**src/rtl/softmax_pkg.sv**
```systemverilog
// Shared definitions for the pseudo-softmax normalizer.
// Holds the sequencer state encoding, default sizing, Q-format widths and
// the MSB-index helper used to normalize the exponent sum.
package softmax_pkg;

  localparam int MAX_N_DEF     = 16;
  localparam int SUM_W_DEF     = 12;
  localparam int RECIP_LAT_DEF = 1;

  // Logits are Q4.4, probabilities Q0.8, both one byte wide.
  localparam int DATA_W    = 8;
  localparam int LOGIT_FRAC = 4;
  localparam int PROB_W    = 8;

  // reciprocal_pwl contract: min(255, floor(RECIP_NUM / recip_in)).
  localparam int RECIP_NUM = 32768;

  typedef enum logic [2:0] {
    S_IDLE,
    S_LOAD,
    S_EXP,
    S_NORM,
    S_WAIT,
    S_EMIT
  } state_t;

  // Index of the highest set bit; 0 when v is 0.
  function automatic logic [4:0] msb_idx(input logic [31:0] v);
    msb_idx = '0;
    for (int i = 0; i < 32; i++)
      if (v[i]) msb_idx = i[4:0];
  endfunction

endpackage

```
**src/rtl/softmax_normalizer_pow2.sv**
```systemverilog
// pow2_pwl: combinational piecewise-linear 2^-d.
//   d : Q4.4 distance below the vector maximum (unsigned)
//   e : 255 * 2^-d approximation; integer part shifts, fraction bends a line
// Ports: d in 8, e out 8.
module pow2_pwl
  import softmax_pkg::*;
(
  input  logic [DATA_W-1:0] d,
  output logic [DATA_W-1:0] e
);

  logic [3:0]        k;
  logic [3:0]        f;
  logic [DATA_W-1:0] m;

  assign k = d[7:4];
  assign f = d[3:0];
  // Linear segment from 255 down to 135 across one octave; shift by k
  // selects the octave (k>=8 collapses to 0).
  assign m = 8'd255 - {1'b0, f, 3'b000};
  assign e = m >> k;

endmodule

```
**src/rtl/softmax_normalizer_seq.sv**
```systemverilog
// softmax_normalizer_seq: buffers a logit vector, forms PWL exponent terms
// relative to the vector max, normalizes the sum for an external
// reciprocal_pwl unit, then streams Q0.8 probabilities.
// Ports:
//   clk, rst_n                 clock, async active-low reset
//   in_valid/in_data/in_last   logit stream (Q4.4), in_ready back-pressure
//   recip_in / recip_out       normalized sum out, reciprocal back
//   out_valid/out_data/out_last probability stream (Q0.8), out_ready in
//   trunc                      sticky: a vector overran MAX_N
module softmax_normalizer_seq
  import softmax_pkg::*;
#(
  parameter int MAX_N     = MAX_N_DEF,
  parameter int RECIP_LAT = RECIP_LAT_DEF,
  parameter int SUM_W     = SUM_W_DEF
) (
  input  logic              clk,
  input  logic              rst_n,
  input  logic              in_valid,
  input  logic [DATA_W-1:0] in_data,
  input  logic              in_last,
  output logic              in_ready,
  output logic [DATA_W-1:0] recip_in,
  input  logic [DATA_W-1:0] recip_out,
  output logic              out_valid,
  output logic [PROB_W-1:0] out_data,
  output logic              out_last,
  input  logic              out_ready,
  output logic              trunc
);

  localparam int CNT_W = $clog2(MAX_N + 1);
  localparam int IDX_W = (MAX_N > 1) ? $clog2(MAX_N) : 1;
  localparam int LAT_W = (RECIP_LAT > 1) ? $clog2(RECIP_LAT) : 1;
  localparam logic [CNT_W-1:0] CNT_ONE  = CNT_W'(1);
  localparam logic [CNT_W-1:0] CNT_CAP  = CNT_W'(MAX_N - 1);
  localparam logic [LAT_W-1:0] LAT_LAST = LAT_W'(RECIP_LAT - 1);

  state_t state, state_nxt;

  logic [CNT_W-1:0]    cnt, idx, last_idx;
  logic [DATA_W-1:0]   mx, r;
  logic [DATA_W-1:0]   rd_val, d_val, e_val, norm8;
  logic [SUM_W-1:0]    sum;
  logic [4:0]          p, msb, sh;
  logic [LAT_W-1:0]    wcnt;
  logic [DATA_W-1:0]   mem [MAX_N];
  logic                hs_in, hs_out, at_cap, take_last, at_end, wait_done;
  logic [2*DATA_W-1:0] prod, scaled;

  // ---------------------------------------------------------------- FSM
  always_ff @(posedge clk or negedge rst_n)
    if (!rst_n) state <= S_IDLE;
    else        state <= state_nxt;

  always_comb begin
    state_nxt = state;
    in_ready  = 1'b0;
    out_valid = 1'b0;
    out_last  = 1'b0;
    case (state)
      S_IDLE, S_LOAD: begin
        in_ready = 1'b1;
        if (in_valid) state_nxt = take_last ? S_EXP : S_LOAD;
      end
      S_EXP:  if (at_end) state_nxt = S_NORM;
      S_NORM: state_nxt = S_WAIT;
      S_WAIT: if (wait_done) state_nxt = S_EMIT;
      S_EMIT: begin
        out_valid = 1'b1;
        out_last  = at_end;
        if (out_ready && at_end) state_nxt = S_IDLE;
      end
      default: state_nxt = S_IDLE;
    endcase
  end

  // ----------------------------------------------------------- datapath
  assign last_idx  = cnt - CNT_ONE;
  assign at_end    = (idx == last_idx);
  assign at_cap    = (cnt == CNT_CAP);
  // The MAX_N-th element closes the vector even without in_last.
  assign take_last = in_last | at_cap;
  assign wait_done = (wcnt == LAT_LAST);
  assign hs_in     = in_valid & in_ready;
  assign hs_out    = out_valid & out_ready;

  assign rd_val = mem[idx[IDX_W-1:0]];
  assign d_val  = mx - rd_val;

  pow2_pwl u_pow2 (
    .d (d_val),
    .e (e_val)
  );

  // Bring the sum into [128,255]; the max element contributes 255, so the
  // MSB is always at bit 7 or above.
  assign msb   = msb_idx(32'(sum));
  assign sh    = (msb > 5'd7) ? (msb - 5'd7) : 5'd0;
  assign norm8 = DATA_W'(sum >> sh);

  // y = e * r / 2^p, saturated to one byte. Held by idx/r/p while stalled.
  assign prod   = {8'd0, rd_val} * {8'd0, r};
  assign scaled = prod >> p;
  assign out_data = (state == S_EMIT)
                  ? ((scaled > 16'd255) ? 8'hFF : scaled[7:0])
                  : '0;

  // Buffer holds logits during load, exponent terms from EXP onward.
  always_ff @(posedge clk) begin
    if (hs_in)               mem[cnt[IDX_W-1:0]] <= in_data;
    else if (state == S_EXP) mem[idx[IDX_W-1:0]] <= e_val;
  end

  always_ff @(posedge clk or negedge rst_n) begin
    if (!rst_n) begin
      cnt      <= '0;
      idx      <= '0;
      mx       <= '0;
      sum      <= '0;
      p        <= '0;
      r        <= '0;
      wcnt     <= '0;
      recip_in <= '0;
      trunc    <= 1'b0;
    end else begin
      case (state)
        S_IDLE, S_LOAD: if (hs_in) begin
          cnt <= cnt + CNT_ONE;
          idx <= '0;
          if (state == S_IDLE) begin
            mx  <= in_data;
            sum <= '0;
          end else if (in_data > mx) begin
            mx <= in_data;
          end
          if (at_cap && !in_last) trunc <= 1'b1;
        end
        S_EXP: begin
          sum <= sum + SUM_W'(e_val);
          idx <= at_end ? '0 : idx + CNT_ONE;
        end
        S_NORM: begin
          p        <= msb;
          recip_in <= norm8;
          wcnt     <= '0;
        end
        S_WAIT: begin
          wcnt <= wcnt + LAT_W'(1);
          if (wait_done) r <= recip_out;
        end
        S_EMIT: if (hs_out) begin
          if (at_end) begin
            cnt      <= '0;
            idx      <= '0;
            mx       <= '0;
            sum      <= '0;
            recip_in <= '0;
          end else begin
            idx <= idx + CNT_ONE;
          end
        end
        default: ;
      endcase
    end
  end

endmodule

```
**config.mk**
```make
export PLATFORM = sky130hd
export DESIGN_NAME = softmax_normalizer_seq
export DESIGN_NICKNAME = d
export VERILOG_FILES = /design/src/rtl/softmax_pkg.sv /design/src/rtl/softmax_normalizer_pow2.sv /design/src/rtl/softmax_normalizer_seq.sv
export SDC_FILE = /design/constraint.sdc
export NUM_CORES = 1
export LEC_CHECK = 0
export CORE_MARGIN = 4
export CORE_UTILIZATION = 54
export CTS_BUF_LIST = sky130_fd_sc_hd__clkbuf_8 sky130_fd_sc_hd__clkbuf_16
export CTS_CLUSTER_DIAMETER = 200
export DETAILED_ROUTE_END_ITERATION = 10
export DONT_BUFFER_PORTS = 1
export PLACE_DENSITY = 0.8
export SLEW_MARGIN = 20
export SYNTH_ARGS = -nofsm -noshare
export SYNTH_HDL_FRONTEND = slang
export SYNTH_SLANG_ARGS = --single-unit
export TNS_END_PERCENT = 1
```
**constraint.sdc**
```tcl
create_clock -name clk -period 20.4 [get_ports clk]
set_clock_uncertainty 0.1 [all_clocks]
set_input_delay 2.04 -clock clk [delete_from_list [all_inputs] [get_ports clk]]
set_output_delay 2.04 -clock clk [all_outputs]
set_load 0.02 [all_outputs]
```
# Word level (Yosys, flattened, before mapping)
# Memory sizes are Yosys's and may differ from the RTL's.
# Cells that the tools add are included.
# word_totals
elab_cells	116
input_bits	21
reg_bits	56
mem_bits_rw	128
n_memories	1
output_inout_bits	20
# classes
muxes	52
reduce_logical	18
n_mul	1
shift	3
n_lt_le_gt_ge	3
addsub	8
bitwise_logic	4
n_eq_ne	16
# mem_list
name	depth	width	read_ports	rd_clocked_by_memory_dff	write_ports	line_no	text
mem	16	8	1	0	1	softmax_normalizer_seq.sv:47	logic [DATA_W-1:0] mem [MAX_N];
# op_table
op	n
$mux 5	17
$mux 8	8
$mux 12	4
$pmux 12 s3	1
$pmux 8 s2	2
$gt 16x8->1 const B	1
$mul 8x8->16	1
$ne 2x2->1 const B	8
$shr 16x5->16	1
$pmux 3 s5	1
$pmux 5 s3	1
$add 12x8->12	1
$mux 3	4
$shr 12x5->8	1
$add 5x1->5 const B	2
$mux 1	10
$pmux 5 s2	1
$reduce_and 5->1	2
$reduce_and 3->1	3
$gt 8x8->1	1
$reduce_and 4->1	2
$reduce_or 8->1	1
$shr 8x4->8	1
$sub 8x7->8 const A	1
24 further kinds	30

# Logic depth before layout (Yosys ltp)
# depth
word_depth	15
depth_mapped	28
mapped_depth_nobuf	25

# Hierarchy
# From an unflattened synthesis, not the netlist that was laid out.
# unflattened
cells_unflattened	1053
area_unflattened_um2	11888.9
# modules_own_cells
mod	cells_each	instances	seq_area_each_um2	area_each_um2
softmax_normalizer_seq	1022	1	5220.0	11656.2
pow2_pwl	31	1	0.0	232.7

# Worst setup path after synthesis
# OpenSTA, ideal clock, no wires.
# synth_timing
path_type	reg-to-output
start	register idx[0]
end	output out_data[0]
t_required_ns	18.260
arrival_ns	6.825
stages_incl_launch_ff	23
path_slack_ns	11.435
path_buffers	3
path_cell_list	dfrtp_1 buf_4 buf_4 buf_2 mux4_2 a22oi_1 nand2_1 and2_1 fa_1 fa_1 inv_1 fa_1 inv_1 fa_1 ha_1 a21oi_4 o31ai_4 and3_2 a211o_1 mux2_4 a211oi_4 o31ai_2 a311oi_1
# synth_via
elab_chain_len	6
# synth_rtl
element	line_no	text
start: declaration	softmax_normalizer_seq.sv:41	logic [CNT_W-1:0] cnt, idx, last_idx;
start signal: assignment	softmax_normalizer_seq.sv:141	idx <= at_end ? '0 : idx + CNT_ONE;
start signal: assignment	softmax_normalizer_seq.sv:160	idx <= idx + CNT_ONE;
$mem_v2 16x8 *	-	
$mul 8x8->16 *	softmax_normalizer_seq.sv:103	assign prod = {8'd0, rd_val} * {8'd0, r};
$shr 16x5->16 *	softmax_normalizer_seq.sv:104	assign scaled = prod >> p;
$gt 16x8->1	softmax_normalizer_seq.sv:106	? ((scaled > 16'd255) ? 8'hFF : scaled[7:0])
$mux 8 * (2 in a row)	softmax_normalizer_seq.sv:106	
end: declaration	softmax_normalizer_seq.sv:26	output logic [PROB_W-1:0] out_data,
# Mark *: on every way between the ends. The rest lies on a longest branch, timed or not.

# Final worst setup path
# layout_timing
start	register idx[1]
end	output out_data[3]
# The elaborated chain is that of the path after synthesis.

==> metrics.md <==
| Metric | Value |
|---|---|
| Status | `finished, final reports clean` |
| Total global routing overflow | `0` |
| Nets@finish | `1,222` |
| Final hold viol count | `0` |
| Slew @ Worst Pin | `1100 ps` |
| Commonest non-fill, non-tap cell in the layout | `edfxtp_1` |
| Chip width | `158 um` |
| Top FF cell, synth | `edfxtp_1` |
| Register area | `5220 um^2` |
| Post-Synthesis Cell Area | `12,200 um^2` |
| H-tree depth | `4` |
| CP Launch Type | `register` |
| Fin crit period | `10,550 ps` |
| Mapped Nets | `1,251` |
| CP Capture Type | `output pin` |
| Hold Crit Depth | `2` |
| Number of detailed-route iterations in the first pass | `6` |
| Worst min path class | `register to register` |
| Total clock buffers created by CTS | `17` |
| Skew-Pair Late Insertion Delay | `440 ps` |
| Hold Buf Count CTS | `0` |
| First-pass GRT wire length | `46.7 mm` |
| Total core area | `22,000 um^2` |
| Area delta synth->final | `6.42%` |
| Sink Count | `183` |
| Final Slew Violations | `0` |
| Syn Area/Cell | `10.8 um^2` |
| Vias in the first global route | `8,529` |
| Critical Path AT | `8410 ps` |
| Port bufs | `0` |
| Post-synth EDFFs | `128` |
| Routed vias | `8,782` |
| IO Count | `41` |
| GRT Total Usage | `0.239` |
| Fmax | `0.0948 GHz` |
| Sequential share of the synthesized area | `0.429` |
| Required time worst endpoint | `18,260 ps` |
| Largest net degree at the start of global routing | `59` |
| Area of the multi-input gates | `6300 um^2` |
| R2R cell count | `25` |
| Number of distinct library cells after synthesis | `91` |
| Final Cell Area | `13,000 um^2` |
| CTS max path bufs | `2` |
| Crit path kind | `register to output pin` |
| Setup TNS | `0 ps` |
| Total of max-cap violations | `0` |
| CTS tree | `yes` |
| Cell chosen for the clock root | `clkbuf_16` |
| FP Rows | `54` |
| Wire per inst | `20.9 um` |
| Postcts setup bufs | `0` |
| Final period util | `0.517` |
| Fill cells | `1,776` |
| Clk slew on worst S/H paths | `70 ps` |
| Initial antenna violation count | `0` |
| Iteration-0 DRC Markers | `1,078` |
| Initial core utilization | `0.553` |
| Final ANT Viol Nets | `0` |
| Die Height | `158 um` |
| Number of synthesized register bits | `183` |
| Ys async rst share | `0.301` |
| Via density | `6.31` |
| Post-DP Area | `12,300 um^2` |
| Max-Slew Margin vs Limit | `0.264` |
| Setup-failing EPs final | `0` |
| Die area | `25,000 um^2` |
| Fraction of layout cells with a size suffix above 1 | `0.0998` |
| Placer Congestion | `0.932` |
| Cts repair resizes | `0` |
| RSZ-0062 raised after global routing | `no` |
| Most frequent cells in the layout | `edfxtp_1 (128), nand2_1 (123), inv_1 (100)` |
| Diode count | `0` |
| HPWL after DPL | `20.8 mm` |
| DRC errors left | `0` |
| Syn. warnings | `0` |
| Final WL | `29.1 mm` |
| Max Fanout on Critical Path | `25` |
| Gate Count Post-Synth | `1,128` |
==> cell type report <==
type	count	share of cell area
Clock inverter	15	0.0158
Multi-Input combinational cell	784	0.486
Inverter	103	0.0298
Timing Repair Buffer	10	0.00579
Tap cell	280	0.0270
Sequential cell	183	0.403
Clock buffer	17	0.0328
==> logic make-up (layout without fill, tap and decap cells) <==
logic type      Yosys count  count (layout)  share of synthesized area
mux                      92              92                      0.103
simple gates            302             302                      0.113
compound gates          259             259                      0.150
fa+ha+maj               102             102                      0.128
buf+inv                 161             145                     0.0558
flops                   183             183                      0.429
xor+xnor                 29              29                     0.0215
==> synth_stat cells (5+ instances only) <==
cell type / count / share of area
o21a_1: 8 / 0.0049
buf_2: 9 / 0.0037
buf_1: 7 / 0.0022
xor2_1: 10 / 0.0072
a311oi_1: 9 / 0.0065
nand3_1: 17 / 0.0070
or3_1: 6 / 0.0031
nor4_1: 5 / 0.0026
buf_4: 5 / 0.0031
a21o_1: 12 / 0.0074
a221oi_1: 16 / 0.012
a22oi_1: 11 / 0.0068
clkbuf_1: 30 / 0.0092
nor2_1: 69 / 0.021
o21ai_0: 57 / 0.023
inv_1: 99 / 0.031
a21oi_1: 48 / 0.020
mux4_2: 21 / 0.039
o31ai_1: 11 / 0.0068
a211oi_1: 7 / 0.0043
o211ai_1: 5 / 0.0031
a31oi_1: 15 / 0.0077
dfrtp_1: 55 / 0.11
o21bai_1: 7 / 0.0043
and2_1: 34 / 0.017
ha_1: 64 / 0.066
xnor2_1: 18 / 0.013
fa_1: 38 / 0.062
edfxtp_1: 128 / 0.32
nor3_1: 21 / 0.0086
mux2i_1: 53 / 0.044
mux2_2: 14 / 0.013
nand2_1: 124 / 0.038
==> state kept, by name, summed over array words and instances, names as in the netlist <==
register,count
cnt,5
idx,5
mem,128
mx,8
p,4
r,8
recip_in,8
state,3
sum,12
trunc,1
wcnt,1
==> final timing paths <==
path / slack [ps] / start / to
worst max-delay path: 9850 / idx[1]$_DFFE_PN0P_ / out_data[3]
worst min-delay path: 440 / mx[7]$_DFFE_PN0P_ / mx[7]$_DFFE_PN0P_
worst max register to register: 13330 / idx[1]$_DFFE_PN0P_ / sum[10]$_DFFE_PN0P_
worst min register to register: 440 / mx[7]$_DFFE_PN0P_ / mx[7]$_DFFE_PN0P_
max in group asynchronous: 18900 / rst_n / idx[0]$_DFFE_PN0P_
min in group asynchronous: 1180 / rst_n / recip_in[4]$_DFFE_PN0P_
==> critical path, cell delays in order (launching register included) <==
cell and delay [ps]:
dfrtp_1 1070, nor2b_1 500, a221oi_1 490, o21ai_0 180, nand2_1 360, nand2_1 140
fa_1 530, inv_1 50, fa_1 480, inv_1 60, fa_1 540, inv_1 60
fa_1 470, ha_1 410, nand2_2 110, o31ai_4 410, a311oi_2 180, xnor2_2 410
nor3_1 120, o41ai_1 510, a211oi_2 180, a311oi_1 720
==> stage by stage <==
stage	util	setup slack [ps]	instances	hold WS (ps)
2_1_floorplan	-	11440	1128	390
3_3_place_gp	0.560	10870	1360	413
3_5_place_dp	0.560	10510	1360	442
4_1_cts	0.588	9960	1392	452
5_1_grt	0.588	9610	1392	489
6_report	0.588	9850	1392	445
==> metal layers <==
layer  vias to the layer above  track usage  routed length (um)
li1                       4046            -                   -
met1                      4330        0.327               12300
met2                       354        0.399               14300
met3                        52       0.0429                1910
met4                         0       0.0630                 553
met5                         -            0                   0
Power is left out: the tool's default activity adds up to more than one toggle a clock period on the data nets, which glitch-free logic cannot reach.
